--- src/rtl/pipeline_ctrl_pkg.sv ---
// Shared types and constants for the pipeline sequencer: FSM states,
// redirect-source encoding, the stage-control bundle and the load-use detector.
package pipeline_ctrl_pkg;

    typedef enum logic [1:0] {
        ST_RUN     = 2'd0,
        ST_DM_WAIT = 2'd1,
        ST_HALT    = 2'd2
    } state_e;

    localparam logic REDIR_BRANCH  = 1'b0;
    localparam logic REDIR_SYSCALL = 1'b1;

    // Bit 0 of en/clear is PS1 (IF/ID), bit 3 is PS4 (MEM/WB).
    typedef struct packed {
        logic       pc_en;
        logic       pc_redirect;
        logic       redirect_src;
        logic [3:0] en;
        logic [3:0] clear;
    } stage_ctrl_t;

    // r0 is never a real dependency, so a load targeting it cannot stall ID.
    function automatic logic load_use_hazard(
        input logic       dm_read,
        input logic       w_en,
        input logic [4:0] req_w,
        input logic       uses_rs,
        input logic [4:0] rs,
        input logic       uses_rt,
        input logic [4:0] rt
    );
        logic match_s;
        match_s = (uses_rs && (rs == req_w)) || (uses_rt && (rt == req_w));
        return dm_read && w_en && (req_w != 5'd0) && match_s;
    endfunction

endpackage

--- src/rtl/pipeline_ctrl_if.sv ---
// Stage-register and PC enable/clear bundle; the sequencer drives it as master.
interface pipeline_ctrl_if;
    logic pc_en;
    logic pc_redirect;
    logic redirect_src;
    logic ps1_en, ps2_en, ps3_en, ps4_en;
    logic ps1_clear, ps2_clear, ps3_clear, ps4_clear;

    modport master (
        output pc_en, pc_redirect, redirect_src,
        output ps1_en, ps2_en, ps3_en, ps4_en,
        output ps1_clear, ps2_clear, ps3_clear, ps4_clear
    );

    modport slave (
        input pc_en, pc_redirect, redirect_src,
        input ps1_en, ps2_en, ps3_en, ps4_en,
        input ps1_clear, ps2_clear, ps3_clear, ps4_clear
    );
endinterface

--- src/rtl/pipeline_ctrl_sat_counter.sv ---
// Event counter that sticks at all-ones instead of wrapping.
module sat_counter #(
    parameter int W = 32
) (
    input  logic         clk,
    input  logic         rst_n,
    input  logic         inc,
    output logic [W-1:0] cnt
);

    // Count up on inc until saturated.
    always_ff @(posedge clk or negedge rst_n) begin
        if (!rst_n) begin
            cnt <= '0;
        end else if (inc && (cnt != {W{1'b1}})) begin
            cnt <= cnt + W'(1);
        end else begin
            cnt <= cnt;
        end
    end

endmodule

--- src/rtl/pipeline_ctrl.sv ---
// Pipeline sequencer: load-use stalls, mispredict/syscall flushes, data-memory
// wait states with watchdog, and saturating stall/flush counters.
module pipeline_ctrl
    import pipeline_ctrl_pkg::*;
#(
    parameter int CNT_W      = 32,
    parameter int DM_TIMEOUT = 16
) (
    input  logic             clk,
    input  logic             rst_n,
    input  logic [4:0]       id_rs,
    input  logic [4:0]       id_rt,
    input  logic             id_uses_rs,
    input  logic             id_uses_rt,
    input  logic             ex_dm_read,
    input  logic             ex_w_en,
    input  logic [4:0]       ex_req_w,
    input  logic             mem_mispredict,
    input  logic             mem_syscall_halt,
    input  logic             dm_busy,
    input  logic             resume,
    pipeline_ctrl_if.master  stg,
    output logic             halted,
    output logic             dm_timeout,
    output logic [CNT_W-1:0] stall_cnt,
    output logic [CNT_W-1:0] flush_cnt
);

    localparam int                WAIT_W    = $clog2(DM_TIMEOUT + 1);
    localparam logic [WAIT_W-1:0] WAIT_LAST = WAIT_W'(DM_TIMEOUT - 1);

    state_e            state_r, next_state_s, run_next_s;
    stage_ctrl_t       run_ctrl_s, ctrl_s, out_s;
    logic              hazard_s;
    logic              run_stall_s, run_flush_s;
    logic              stall_inc_s, flush_inc_s, timeout_set_s, wait_inc_s;
    logic              dm_timeout_r;
    logic [WAIT_W-1:0] wait_cnt_r;

    assign hazard_s = load_use_hazard(ex_dm_read, ex_w_en, ex_req_w,
                                      id_uses_rs, id_rs, id_uses_rt, id_rt);

    // Prioritised RUN decision; DM_WAIT reuses it on its first non-busy cycle.
    always_comb begin
        run_ctrl_s = '{pc_en: 1'b1, pc_redirect: 1'b0, redirect_src: REDIR_BRANCH,
                       en: 4'hF, clear: 4'h0};
        run_next_s  = ST_RUN;
        run_stall_s = 1'b0;
        run_flush_s = 1'b0;
        if (dm_busy) begin
            run_ctrl_s.en    = 4'h0;
            run_ctrl_s.pc_en = 1'b0;
            run_next_s       = ST_DM_WAIT;
            run_stall_s      = 1'b1;
        end else if (mem_syscall_halt) begin
            run_ctrl_s.pc_redirect  = 1'b1;
            run_ctrl_s.redirect_src = REDIR_SYSCALL;
            run_ctrl_s.clear        = 4'b0111;
            run_next_s              = ST_HALT;
        end else if (mem_mispredict) begin
            run_ctrl_s.pc_redirect = 1'b1;
            run_ctrl_s.clear       = 4'b0111;
            run_flush_s            = 1'b1;
        end else if (hazard_s) begin
            run_ctrl_s.pc_en = 1'b0;
            run_ctrl_s.en    = 4'b1110;
            run_ctrl_s.clear = 4'b0010;
            run_stall_s      = 1'b1;
        end else begin
            run_next_s = ST_RUN;
        end
    end

    // FSM next-state and stage controls.
    always_comb begin
        ctrl_s        = '0;
        next_state_s  = state_r;
        stall_inc_s   = 1'b0;
        flush_inc_s   = 1'b0;
        timeout_set_s = 1'b0;
        wait_inc_s    = 1'b0;
        case (state_r)
            ST_RUN: begin
                ctrl_s       = run_ctrl_s;
                next_state_s = run_next_s;
                stall_inc_s  = run_stall_s;
                flush_inc_s  = run_flush_s;
            end
            ST_DM_WAIT: begin
                if (dm_busy) begin
                    stall_inc_s = 1'b1;
                    if (wait_cnt_r == WAIT_LAST) begin
                        next_state_s  = ST_HALT;
                        timeout_set_s = 1'b1;
                    end else begin
                        wait_inc_s = 1'b1;
                    end
                end else begin
                    ctrl_s       = run_ctrl_s;
                    next_state_s = run_next_s;
                    stall_inc_s  = run_stall_s;
                    flush_inc_s  = run_flush_s;
                end
            end
            ST_HALT: begin
                if (resume && !dm_timeout_r) begin
                    next_state_s = ST_RUN;
                end else begin
                    next_state_s = ST_HALT;
                end
            end
            default: begin
                next_state_s = ST_RUN;
            end
        endcase
    end

    // Controls are forced inactive while reset is held.
    assign out_s = rst_n ? ctrl_s : '0;

    assign stg.pc_en        = out_s.pc_en;
    assign stg.pc_redirect  = out_s.pc_redirect;
    assign stg.redirect_src = out_s.redirect_src;
    assign stg.ps1_en       = out_s.en[0];
    assign stg.ps2_en       = out_s.en[1];
    assign stg.ps3_en       = out_s.en[2];
    assign stg.ps4_en       = out_s.en[3];
    assign stg.ps1_clear    = out_s.clear[0];
    assign stg.ps2_clear    = out_s.clear[1];
    assign stg.ps3_clear    = out_s.clear[2];
    assign stg.ps4_clear    = out_s.clear[3];

    assign halted     = (state_r == ST_HALT);
    assign dm_timeout = dm_timeout_r;

    // State register.
    always_ff @(posedge clk or negedge rst_n) begin
        if (!rst_n) begin
            state_r <= ST_RUN;
        end else begin
            state_r <= next_state_s;
        end
    end

    // Sticky watchdog flag; only reset clears it.
    always_ff @(posedge clk or negedge rst_n) begin
        if (!rst_n) begin
            dm_timeout_r <= 1'b0;
        end else if (timeout_set_s) begin
            dm_timeout_r <= 1'b1;
        end else begin
            dm_timeout_r <= dm_timeout_r;
        end
    end

    // Wait counter sits at zero outside DM_WAIT, so every entry starts fresh.
    always_ff @(posedge clk or negedge rst_n) begin
        if (!rst_n) begin
            wait_cnt_r <= '0;
        end else if (state_r != ST_DM_WAIT) begin
            wait_cnt_r <= '0;
        end else if (wait_inc_s) begin
            wait_cnt_r <= wait_cnt_r + WAIT_W'(1);
        end else begin
            wait_cnt_r <= wait_cnt_r;
        end
    end

    sat_counter #(.W(CNT_W)) u_stall_cnt (
        .clk   (clk),
        .rst_n (rst_n),
        .inc   (stall_inc_s),
        .cnt   (stall_cnt)
    );

    sat_counter #(.W(CNT_W)) u_flush_cnt (
        .clk   (clk),
        .rst_n (rst_n),
        .inc   (flush_inc_s),
        .cnt   (flush_cnt)
    );

endmodule
--- src/flat_wrapper.sv ---
// flat-port wrapper written by rule: the top's interface ports become plain ports
module pipeline_ctrl_flat import pipeline_ctrl_pkg::*;
#(
    parameter int CNT_W      = 32,
    parameter int DM_TIMEOUT = 16
)
  (clk, rst_n, id_rs, id_rt, id_uses_rs, id_uses_rt, ex_dm_read, ex_w_en, ex_req_w, mem_mispredict, mem_syscall_halt, dm_busy, resume, halted, dm_timeout, stall_cnt, flush_cnt, stg_pc_en, stg_pc_redirect, stg_redirect_src, stg_ps1_en, stg_ps2_en, stg_ps3_en, stg_ps4_en, stg_ps1_clear, stg_ps2_clear, stg_ps3_clear, stg_ps4_clear);
  pipeline_ctrl_if stg_i ();
  input  logic clk;
  input  logic rst_n;
  input  logic [4:0] id_rs;
  input  logic [4:0] id_rt;
  input  logic id_uses_rs;
  input  logic id_uses_rt;
  input  logic ex_dm_read;
  input  logic ex_w_en;
  input  logic [4:0] ex_req_w;
  input  logic mem_mispredict;
  input  logic mem_syscall_halt;
  input  logic dm_busy;
  input  logic resume;
  output logic halted;
  output logic dm_timeout;
  output logic [CNT_W-1:0] stall_cnt;
  output logic [CNT_W-1:0] flush_cnt;
  output wire logic [$bits(stg_i.pc_en)-1:0] stg_pc_en;
  output wire logic [$bits(stg_i.pc_redirect)-1:0] stg_pc_redirect;
  output wire logic [$bits(stg_i.redirect_src)-1:0] stg_redirect_src;
  output wire logic [$bits(stg_i.ps1_en)-1:0] stg_ps1_en;
  output wire logic [$bits(stg_i.ps2_en)-1:0] stg_ps2_en;
  output wire logic [$bits(stg_i.ps3_en)-1:0] stg_ps3_en;
  output wire logic [$bits(stg_i.ps4_en)-1:0] stg_ps4_en;
  output wire logic [$bits(stg_i.ps1_clear)-1:0] stg_ps1_clear;
  output wire logic [$bits(stg_i.ps2_clear)-1:0] stg_ps2_clear;
  output wire logic [$bits(stg_i.ps3_clear)-1:0] stg_ps3_clear;
  output wire logic [$bits(stg_i.ps4_clear)-1:0] stg_ps4_clear;
  assign stg_pc_en = stg_i.pc_en;
  assign stg_pc_redirect = stg_i.pc_redirect;
  assign stg_redirect_src = stg_i.redirect_src;
  assign stg_ps1_en = stg_i.ps1_en;
  assign stg_ps2_en = stg_i.ps2_en;
  assign stg_ps3_en = stg_i.ps3_en;
  assign stg_ps4_en = stg_i.ps4_en;
  assign stg_ps1_clear = stg_i.ps1_clear;
  assign stg_ps2_clear = stg_i.ps2_clear;
  assign stg_ps3_clear = stg_i.ps3_clear;
  assign stg_ps4_clear = stg_i.ps4_clear;
  pipeline_ctrl #(.CNT_W(CNT_W), .DM_TIMEOUT(DM_TIMEOUT)) u_core (.clk(clk), .rst_n(rst_n), .id_rs(id_rs), .id_rt(id_rt), .id_uses_rs(id_uses_rs), .id_uses_rt(id_uses_rt), .ex_dm_read(ex_dm_read), .ex_w_en(ex_w_en), .ex_req_w(ex_req_w), .mem_mispredict(mem_mispredict), .mem_syscall_halt(mem_syscall_halt), .dm_busy(dm_busy), .resume(resume), .stg(stg_i), .halted(halted), .dm_timeout(dm_timeout), .stall_cnt(stall_cnt), .flush_cnt(flush_cnt));
endmodule
--- config.mk ---
export PLATFORM = sky130hd
export DESIGN_NAME = pipeline_ctrl_flat
export DESIGN_NICKNAME = d
export VERILOG_FILES = /design/src/rtl/pipeline_ctrl_pkg.sv /design/src/rtl/pipeline_ctrl_if.sv /design/src/rtl/pipeline_ctrl_sat_counter.sv /design/src/rtl/pipeline_ctrl.sv /design/src/flat_wrapper.sv
export SDC_FILE = /design/constraint.sdc
export NUM_CORES = 1
export LEC_CHECK = 0
export BUFFER_PORTS_ARGS = -buffer_cell sky130_fd_sc_hd__buf_2
export CAP_MARGIN = 20
export CORE_MARGIN = 4
export CORE_UTILIZATION = 45
export CTS_BUF_LIST = sky130_fd_sc_hd__clkbuf_4 sky130_fd_sc_hd__clkbuf_8 sky130_fd_sc_hd__clkbuf_16
export DETAILED_ROUTE_END_ITERATION = 8
export PLACE_DENSITY = 0.73
export SYNTH_ARGS = -nofsm -noshare
export SYNTH_HDL_FRONTEND = slang
export SYNTH_SLANG_ARGS = --single-unit
export TNS_END_PERCENT = 1
--- constraint.sdc ---
create_clock -name clk -period 4.22 [get_ports clk]
set_input_delay 0.211 -clock clk [delete_from_list [all_inputs] [get_ports clk]]
set_output_delay 0.211 -clock clk [all_outputs]
set_load 0.01 [all_outputs]
* Word-level counts from Yosys, hierarchy flattened *
Cells that the tools add are included.

word-level totals
  register bits = 72
  input bits = 25
  logic and storage cells = 72

cells by class
  add/subtract/negate cells = 3
  equality and inequality tests = 9
  mux-type cells = 42
  reduce and logical (&&, ||, !) cells = 13

operators with widths
  kind                   number
  $add 32x1->32 const B  2
  $ne 32x32->1 const B   2
  $mux 4                 6
  $mux 11                2
  $pmux 11 s2            1
  $mux 1                 21
  $mux 5                 3
  $mux 2                 6
  $eq 5x5->1             2
  $logic_and 1x1->1      8
  $pmux 2 s3             1
  $add 5x1->5 const B    1
  $eq 5x4->1 const B     1
  $reduce_bool 5->1      1
  $pmux 1 s2             2
  $ne 3x2->1 const B     1
  $eq 2x1->1 const B     1
  $eq 2x2->1 const B     1
  $logic_not 2->1        1
  $ne 2x1->1 const B     1
  $reduce_bool 2->1      1
  $logic_not 1->1        1
  $logic_or 1x1->1       1

* Longest topological paths before layout *
  depth after elaboration = 11
  mapped depth = 8
  depth with buffers taken out = 7

* Hierarchy *
Synthesis repeated with hierarchy kept, for this count alone.

unflattened totals
  cells, all modules = 371
  area total of the unflattened synthesis = 3,880.0 µm²

modules (own cells, without submodules)
  module         instances  cells an instance  area each (µm²)  seq. area each (µm²)
  sat_counter    2          151                1,624.1          800.8
  pipeline_ctrl  1          69                 631.9            200.2

* Least setup slack after synthesis *
Ideal clock, no wire load.

  path type = register to register
  start point = register u_core.u_stall_cnt.cnt[0]
  end point = register u_core.u_stall_cnt.cnt[2]
  setup time = 133 ps
  arrival = 1,847 ps
  path slack = 2,241 ps
  stages on the path, launching flop included = 9
  path buffers = 1
  period minus slack after synthesis = 1,979 ps
  cell sequence = dfrtp_1 -> ha_1 -> and2_1 -> and3_2 -> nand4_4 -> o41ai_4 -> buf_6 -> nor3b_1 -> xor2_1

on the way
  longest elaborated chain between the ends = 2

RTL lines
  element                                                RTL line                         text
  start, declared                                        pipeline_ctrl_sat_counter.sv:8   output logic [W-1:0] cnt
  start signal, assigned                                 pipeline_ctrl_sat_counter.sv:16  cnt <= cnt + W'(1);
  start signal, assigned                                 pipeline_ctrl_sat_counter.sv:18  cnt <= cnt;
  branches (longest 2 deep; another with $add 32x1->32)  -

Several ways; the timed one is not identified.
A chain may end at the register's enable or synchronous reset.

* Worst setup path in the final report *
  start point = register u_core.u_stall_cnt.cnt[0]
  end point = register u_core.u_stall_cnt.cnt[1]

The elaborated chain is that of the path after synthesis.

==> impl_metrics.tcl <==
set metrics [dict create \
    post-dp-hpwl_um 6370 \
    nFillCells 736 \
    post-route-period-util_pct 66.1 \
    fin_setup_tns_ns 0 \
    hold_violations 0 \
    crit_arrival_ns 3.01 \
    max-clock-path-buffers 2 \
    timing.fmax_mhz 359 \
    netlist.area_leader.share_pct 46.9 \
    start_util_pct 46.5 \
    synth_area_mm2 0.00384 \
    synth_edf_count 0 \
    worst_slew_pin_slew_ns 0.991 \
    vias_per_cell 5.34 \
    async_flop_share_pct 100 \
    synth_top_area_cell "dfrtp_1" \
    avgRoutedWirePerCell_um 15.2 \
    crit_type "reg2reg" \
    cp_data_required_time_ns 4.44 \
    synthCells 357 \
    grt_pass1_wl_um 14100 \
    slowest_delay_ns 0.71 \
    yosys-top-cells-area "dfrtp_1 (47%), xnor2_1 (9.8%), xor2_1 (7.1%), nand4_1 (3.4%), nand3_1 (3.4%)" \
    path_max_fanout 18 \
    insertion_delay_ns 0.34 \
    ff_latch_area_mm2 0.00180 \
    numCtsBuffers 9 \
    postCtsSetupRepairBufs 0 \
    synth_most_common_cell "dfrtp_1" \
    dieWidth_um 100 \
    crit_chain "ha_1, and2_1, and3_2, nand4_4, o41ai_4, buf_4, nor2_2, mux2_1" \
    min_path_type "in2reg" \
    die_area_mm2 0.0101 \
    cts.sinks 72 \
    synth-seq-cells 72 \
    slew_headroom_pct 34.0 \
    synth_cell_types 46 \
    finalCriticalPeriod_ns 2.79 \
    vias 3004 \
    drive_above_1_share_pct 31.2 \
    syn_area_per_cell_um2 10.8 \
    routabilityCongestion 0.833 \
    synth_fp_nets 386 \
    final_util_pct 54.8 \
    core_mm2 0.00826 \
    clk_pin_slew_ns 0.07 \
    synth_commonest_cells "dfrtp_1 (72), xnor2_1 (43), xor2_1 (31)" \
    ys_seq_area_share_pct 46.9 \
    vdd_drop_max_uv 297 \
    r2r_slack_ns 1.43 \
    power_density_mw_per_mm2 367 \
    n_antenna_cell 0 \
    overflow 0 \
    final_net_count 483 \
    rsz0062_at_grt "no" \
    drv_slew 0 \
    ant_nets 0 \
    globalRouteTotalUtil_pct 17.6 \
    setup_viol 0 \
    drt_iter0_drc 100 \
    grt_pass1_vias 2979 \
    cts_root_buf "clkbuf_8" \
    htreeDepth 3 \
    antenna_found_initial 0 \
    fp.dieH_um 100 \
    hold_buffers 1 \
    io_buffers 100 \
    status "finished clean" \
    num_io_pins 102 \
    dr.pass1.iters 4 \
    drt_wl_total_um 8580 \
    ctsResizeCount 0 \
    rows 33 \
    maxCapViolations 0 \
    route.detailed.drc 0 \
    cp_slowest_cell "o41ai_4" \
    startpoint_type "register" \
    area_growth_pct 17.9 \
    grt_max_degree 60 \
    total_leakage_power_uw 0.00218 \
    fin_skew_ns 0.00920 \
    cts_tree "done" \
    multi_input_area_mm2 0.00188 \
    cp-end-kind "register" \
    yosys_warnings 0 \
    ys.flop_type "dfrtp_1" \
]
==> sequential cells by signal (all words and copies together) (netlist names) <==
| register | count |
|---|---|
| u_core.state_r | 2 |
| u_core.u_stall_cnt.cnt | 32 |
| u_core.u_flush_cnt.cnt | 32 |
| u_core.wait_cnt_r | 5 |
| u_core.dm_timeout | 1 |
==> cells by family after synthesis <==
| kind of cell | after synthesis | share of synthesized area, % |
|---|---|---|
| other | 1 | 0.0976 |
| DFF | 72 | 46.9 |
| xor gates and xnor gates | 74 | 16.9 |
| buffers and inverters | 26 | 4.30 |
| adders and majority gates | 4 | 1.30 |
| AOI/OAI and AO/OA | 13 | 3.81 |
| and+or+nand+nor | 164 | 25.9 |
| muxes | 3 | 0.847 |
==> power by group <==
group          total (uW)  internal [uW]  switching, uW
logic                 333            145            188
clock network         463            220            243
registers             867            766            101
==> through the flow <==
step	hold WS [ns]	total power (uW)	std cells	worst slack [ns]	area, um^2
floorplan	-0.0846	1070	357	2.24	3840
global placement	0.144	1200	547	1.53	4360
detailed placement	0.155	1210	547	1.45	4360
CTS	0.185	1690	563	1.43	4530
global route	0.205	1770	563	1.22	4530
finish	0.192	1660	563	1.43	4530
==> routing by layer <==
layer | up-vias | GRT usage [%] | wire, um
met1 | 1473 | 22.5 | 3670
li1 | 1429 | - | -
met2 | 85 | 28.6 | 4230
met5 | - | 0 | 0
met4 | 0 | 6.32 | 176
met3 | 17 | 4.79 | 497
==> worst max-delay path, delay by kind of cell, from the launching register on <==
| kind | cells | cell delay, ns |
|---|---|---|
| AO/OA/AOI/OAI | 1 | 0.71 |
| AND/OR/NAND/NOR | 4 | 0.66 |
| flip-flops | 1 | 0.40 |
| multiplexers | 1 | 0.34 |
| buffers and inverters | 1 | 0.39 |
| adder cells (fa/ha/maj) | 1 | 0.17 |
==> area by class of cell <==
type	count	share of cell area (%)
Multi-Input combinational cell	259	41.4
Sequential cell	72	39.8
Timing Repair Buffer	103	11.6
Clock buffer	11	3.07
Tap cell	105	2.90
Inverter	9	0.746
Clock inverter	4	0.497
==> cells in the final DEF, fill, tap and decap left out, types with 2 or more instances in the layout <==
cell,n
nor4_2,8
buf_2,100
xnor2_1,43
nand3_1,26
xor2_1,31
dfrtp_1,72
buf_4,2
a21oi_1,2
nor4b_2,3
clkinv_2,3
nor2b_1,2
clkbuf_4,2
nand4_1,21
nor3b_1,4
and3_1,18
nand3_2,3
and2_1,3
and4_1,3
or3_1,2
inv_1,9
a31oi_1,2
ha_1,4
clkbuf_8,9
nand2_1,28
nor3_1,16
nor2_2,2
nor2_1,18
==> path summary, 6_finish.rpt <==
| check | startpoint | end | depth (start not counted) |
|---|---|---|---|
| worst max-delay path | u_core.u_stall_cnt.cnt[0] | u_core.u_stall_cnt.cnt[1] | 8 |
| worst min-delay path | resume | u_core.state_r[1] | 4 |
| worst max register to register | u_core.u_stall_cnt.cnt[0] | u_core.u_stall_cnt.cnt[1] | 8 |
| worst min register to register | u_core.u_stall_cnt.cnt[9] | u_core.u_stall_cnt.cnt[9] | 1 |
| max in group asynchronous | rst_n | u_core.u_stall_cnt.cnt[21] | 3 |
| min in group asynchronous | rst_n | u_core.u_flush_cnt.cnt[0] | 2 |
Power figures use the tool's default switching activity.
